### src/rtl/sign_extend_unit.sv
// Immediate extension stage: widens an IN_W immediate to OUT_W with
// combinational and registered results.
module sign_extend_unit #(
    parameter int IN_W  = 16,
    parameter int OUT_W = 32
) (
    input  logic             clk,
    input  logic             rst,
    input  logic [IN_W-1:0]  in,
    input  logic [1:0]       mode,
    input  logic             in_valid,
    output logic [OUT_W-1:0] out,
    output logic [OUT_W-1:0] out_q,
    output logic             out_valid
);

    localparam int EXT_W = OUT_W - IN_W;

    logic [OUT_W-1:0] sext;
    logic [OUT_W-1:0] zext;
    logic [OUT_W-1:0] upper;
    logic [OUT_W-1:0] sext_sh2;
    logic [OUT_W-1:0] out_d;
    logic             valid_q;
    logic             valid_d;

    assign sext     = {{EXT_W{in[IN_W-1]}}, in};
    assign zext     = {{EXT_W{1'b0}}, in};
    // Shifting the zero-extended value also covers OUT_W < 2*IN_W,
    // where high immediate bits fall off the top.
    assign upper    = zext << EXT_W;
    assign sext_sh2 = sext << 2;

    always_comb begin
        out = sext;
        unique case (mode)
            2'b00: out = sext;
            2'b01: out = zext;
            2'b10: out = upper;
            2'b11: out = sext_sh2;
            default: out = sext;
        endcase
    end

    always_comb begin
        out_d   = out_q;
        valid_d = 1'b0;
        if (in_valid) begin
            out_d   = out;
            valid_d = 1'b1;
        end
    end

    always_ff @(posedge clk) begin
        if (rst) begin
            out_q   <= '0;
            valid_q <= 1'b0;
        end else begin
            out_q   <= out_d;
            valid_q <= valid_d;
        end
    end

    assign out_valid = valid_q;

endmodule

### config.mk
export PLATFORM = sky130hd
export DESIGN_NAME = sign_extend_unit
export DESIGN_NICKNAME = d
export VERILOG_FILES = /design/src/rtl/sign_extend_unit.sv
export SDC_FILE = /design/constraint.sdc
export NUM_CORES = 1
export LEC_CHECK = 0
export CORE_MARGIN = 2
export CORE_UTILIZATION = 42
export CTS_CLUSTER_SIZE = 40
export DETAILED_ROUTE_END_ITERATION = 10
export GPL_TIMING_DRIVEN = 0
export PLACE_DENSITY = 0.89
export SLEW_MARGIN = 20
export SYNTH_ARGS = -nofsm -noshare
export SYNTH_HDL_FRONTEND = slang
export SYNTH_SLANG_ARGS = --single-unit
### constraint.sdc
create_clock -name clk -period 4.3 [get_ports clk]
set_clock_uncertainty 0.1 [all_clocks]
set_input_delay 0.86 -clock clk [delete_from_list [all_inputs] [get_ports clk]]
set_output_delay 0.86 -clock clk [all_outputs]
set_load 0.005 [all_outputs]
After elaboration in Yosys (flattened, before gate mapping)
Index checks and enable logic that the tools add are counted.
{"block": "op_classes", "addsub": 0, "mul": 0, "n_div": 0, "order_cmp": 0, "n_eq_ne": 3, "shift": 0, "muxes": 2, "bitwise_logic": 0, "reduce_logical": 1}
{"op": "case mux 32 bit (4 select lines)", "n": 1}
{"op": "equality test 2 bit, second input constant", "n": 2}
{"op": "equality test 2 x 1 -> 1 bit, second input constant", "n": 1}
{"op": "logical NOT 2 bit", "n": 1}
{"op": "2-to-1 mux 1 bit", "n": 1}
{"block": "totals", "ff_bits": 33, "latch_bits": 0, "mem_bits_rw": 0, "rom_bits": 0, "in_bits": 21, "out_inout_bits": 65, "n_memories": 0}

Depth between registers and ports, before layout
{"block": "depth", "word_depth": 2, "ltp_mapped": 6}

Worst setup path before layout
No wires, ideal clock.
{"block": "synth_timing", "path_kind": "input to output", "start": "input mode[0]", "end": "output out[18]", "arrival_ps": 1712, "required_ps": 3340, "path_slack_ps": 1628, "path_stages": 5, "cell_sequence": "buf_2 > and2_1 > clkbuf_1 > o21ai_0 > nand2_1"}
{"block": "synth_between", "elab_chain_cells": 2, "elab_cells_between_ends": 5}
{"item": "start: declaration", "line": "10", "source": "input logic [1:0] mode,"}
{"item": "equality test 2 bit, or another cell as far along", "line": "36", "source": "unique case (mode)"}
{"item": "case mux 32 bit (4 select lines) (*)", "line": "36"}
{"item": "end: declaration", "line": "12", "source": "output logic [OUT_W-1:0] out,"}
Mark *: on every way between the ends. The rest lies on a longest branch, timed or not.

Final worst setup path
{"block": "layout_timing", "start": "input mode[0]", "end": "output out[19]"}
Same word-level chain as after synthesis.

==> impl_metrics.tcl <==
set metrics [dict create \
    status "completed" \
    die_h_um 66.6 \
    cts_buffers 5 \
    holdPathStages 2 \
    cp.required_ns 3.34 \
    cts_sinks 33 \
    synth.area.top_cells "dfxtp_1 (40%), nand2_1 (13%), a211oi_2 (7.6%), nor2_1 (7.1%), a311oi_1 (6.9%)" \
    drt-vias-per-instance 5.07 \
    fmax_mhz 255 \
    r2r_slack_ns 3.48 \
    crit_type "input port to output pin" \
    core-area_um2 3720 \
    rsz0062_at_grt "false" \
    whs_endpoint "out_q[31]" \
    antenna_found_initial 0 \
    synth-warning-count 0 \
    vias 1791 \
    post_cts.repair.setup_buffers 0 \
    max_slew_margin 0.590 \
    place_congestion 0.797 \
    clockRootBuffer "clkbuf_8" \
    crit_path_start_kind "input port" \
    grt_pass1_vias 1745 \
    power.density_nw_per_um2 290 \
    grt_max_degree 11 \
    antenna_cells 0 \
    tns_ns 0 \
    portBuffers 84 \
    die_x_um 66.6 \
    finalNonFillerCells 353 \
    endpoint_kind "output pin" \
    initialDrtViolationCount 108 \
    path_max_fanout 10 \
    post_cts_resize_count 0 \
    clk_pin_slew_ns 0.06 \
    nets 327 \
    syn_nets 236 \
    synth_area_um2 1650 \
    grt_usage 0.238 \
    finalCritPeriodShare 0.912 \
    area_growth_pct 59.2 \
    start_util 0.443 \
    ys_ff_latch 33 \
    hpwl_um 3830 \
    setup_violations 0 \
    rows 22 \
    fin_crit_ns 3.92 \
    dieArea_um2 4440 \
    cts_buffer_depth 2 \
    tightest_slew_ns 0.615 \
    power_mw 0.760 \
    wl_per_cell_um 14.1 \
    peakVddDrop_v 0.000182 \
    timing.rr.end "out_q[11]" \
    synth_cell_types 22 \
    ys_seq_area_frac 0.401 \
    routed_wl_um 4970 \
    clkLatencyLatePin_ns 0.28 \
    final_max_slew_viol_count 0 \
    nFillCells 323 \
    firstDrtPassIters 4 \
    reg2reg_depth 2 \
    h-tree-depth 2 \
    num_io_pins 86 \
    r2r_start "out_q[11]" \
    dp.cells 347 \
    grt_remaining_overflow 0 \
    ctsHoldBuffers 0 \
    synth_top_area_share 0.401 \
    leakage_nw 1.06 \
    cts_tree "built" \
    syn_inst 215 \
    grt_pass1_wl_um 8000 \
    critPathArrivalTime_ns 2.96 \
    drc 0 \
    drive_gt1_frac 0.0754 \
    yosysTopAreaCell "dfxtp_1" \
    avgSynthCellArea_um2 7.66 \
    hp-class "register to register" \
    hold_viol 0 \
    drtAntennaViolNets 0 \
    hp-start "out_q[31]" \
    maxCapViolations 0 \
]
## report_power, final
group	internal, mW	switching [mW]
Clock	0.106	0.103
Sequential	0.327	0.0106
Combinational	0.122	0.0914
Total	0.555	0.205
## layer usage
metal	track usage	share of wire	wire (um)
met4	0.0944	0.013	63
met2	0.385	0.47	2340
met5	0	0	0
met1	0.299	0.45	2240
met3	0.0659	0.065	322
## synth_stat cells, drive strengths merged
master / number
nor2: 31
dfxtp: 33
nor2b: 18
o211ai: 1
and2: 3
nand2: 55
a311oi: 13
a21oi: 2
buf: 9
nand2b: 1
o21ai: 14
a211oi: 16
inv: 3
a21boi: 1
mux2i: 2
or3b: 1
mux2: 1
clkbuf: 11
## worst max-delay path by stage
stage	slack, ns	depth (start not counted)	to	start
global route	0.16	6	out[19]	mode[1]
floorplan	1.63	5	out[18]	mode[0]
global placement	0.49	7	out[21]	mode[0]
finish	0.38	7	out[19]	mode[0]
CTS	0.42	7	out[19]	mode[0]
detailed placement	0.43	6	out[19]	mode[1]
## layout make-up
type	instances	area, um2	area share
Buffer	20	95.1	0.0363
Clock buffer	5	68.8	0.0263
Clock inverter	1	5.00	0.00191
Inverter	3	11.3	0.00430
Multi-Input combinational cell	159	880	0.336
Sequential cell	33	661	0.252
Tap cell	48	60.1	0.0229
Timing Repair Buffer	84	841	0.321
## cells by family (layout without fill, tap and decap cells)
kind of cell | count (synthesis) | in the layout | synth area share
mux | 3 | 3 | 0.0190
compound gates | 47 | 47 | 0.230
buf+inv | 23 | 113 | 0.0646
flops | 33 | 33 | 0.401
simple gates | 109 | 109 | 0.285
## critical path: stages
cell and delay (ns):
clkdlybuf4s50_1 0.47, buf_2 0.19, and2_1 0.22, clkbuf_1 0.33
o21ai_0 0.25, nand2_1 0.13, clkdlybuf4s50_1 0.51
## cells in the final DEF, fill, tap and decap left out
cell type	n
a211oi_1	6
a211oi_2	10
a21boi_0	1
a21oi_1	2
a311oi_1	13
and2_1	3
buf_1	3
buf_2	4
buf_6	2
clkbuf_1	11
clkbuf_8	5
clkdlybuf4s50_1	84
clkinv_2	1
dfxtp_1	33
inv_1	3
mux2_2	1
mux2i_1	2
nand2_1	55
nand2b_1	1
nor2_1	31
nor2b_1	18
o211ai_1	1
o21ai_0	9
o21ai_1	5
or3b_1	1
## state kept, by name, indices dropped and copies added, names as in the netlist
signal,cells
out_q,32
out_valid,1
## through the flow
stage | setup slack (ns) | hold WS, ns | util | instance area [um2]
2_1_floorplan | 1.63 | 0.367 | - | 1650
3_3_place_gp | 0.491 | 0.357 | 0.686 | 2550
3_5_place_dp | 0.428 | 0.365 | 0.686 | 2550
4_1_cts | 0.418 | 0.379 | 0.705 | 2620
5_1_grt | 0.162 | 0.411 | 0.705 | 2620
6_report | 0.380 | 0.381 | 0.705 | 2620
(Power assumes the default switching activity.)
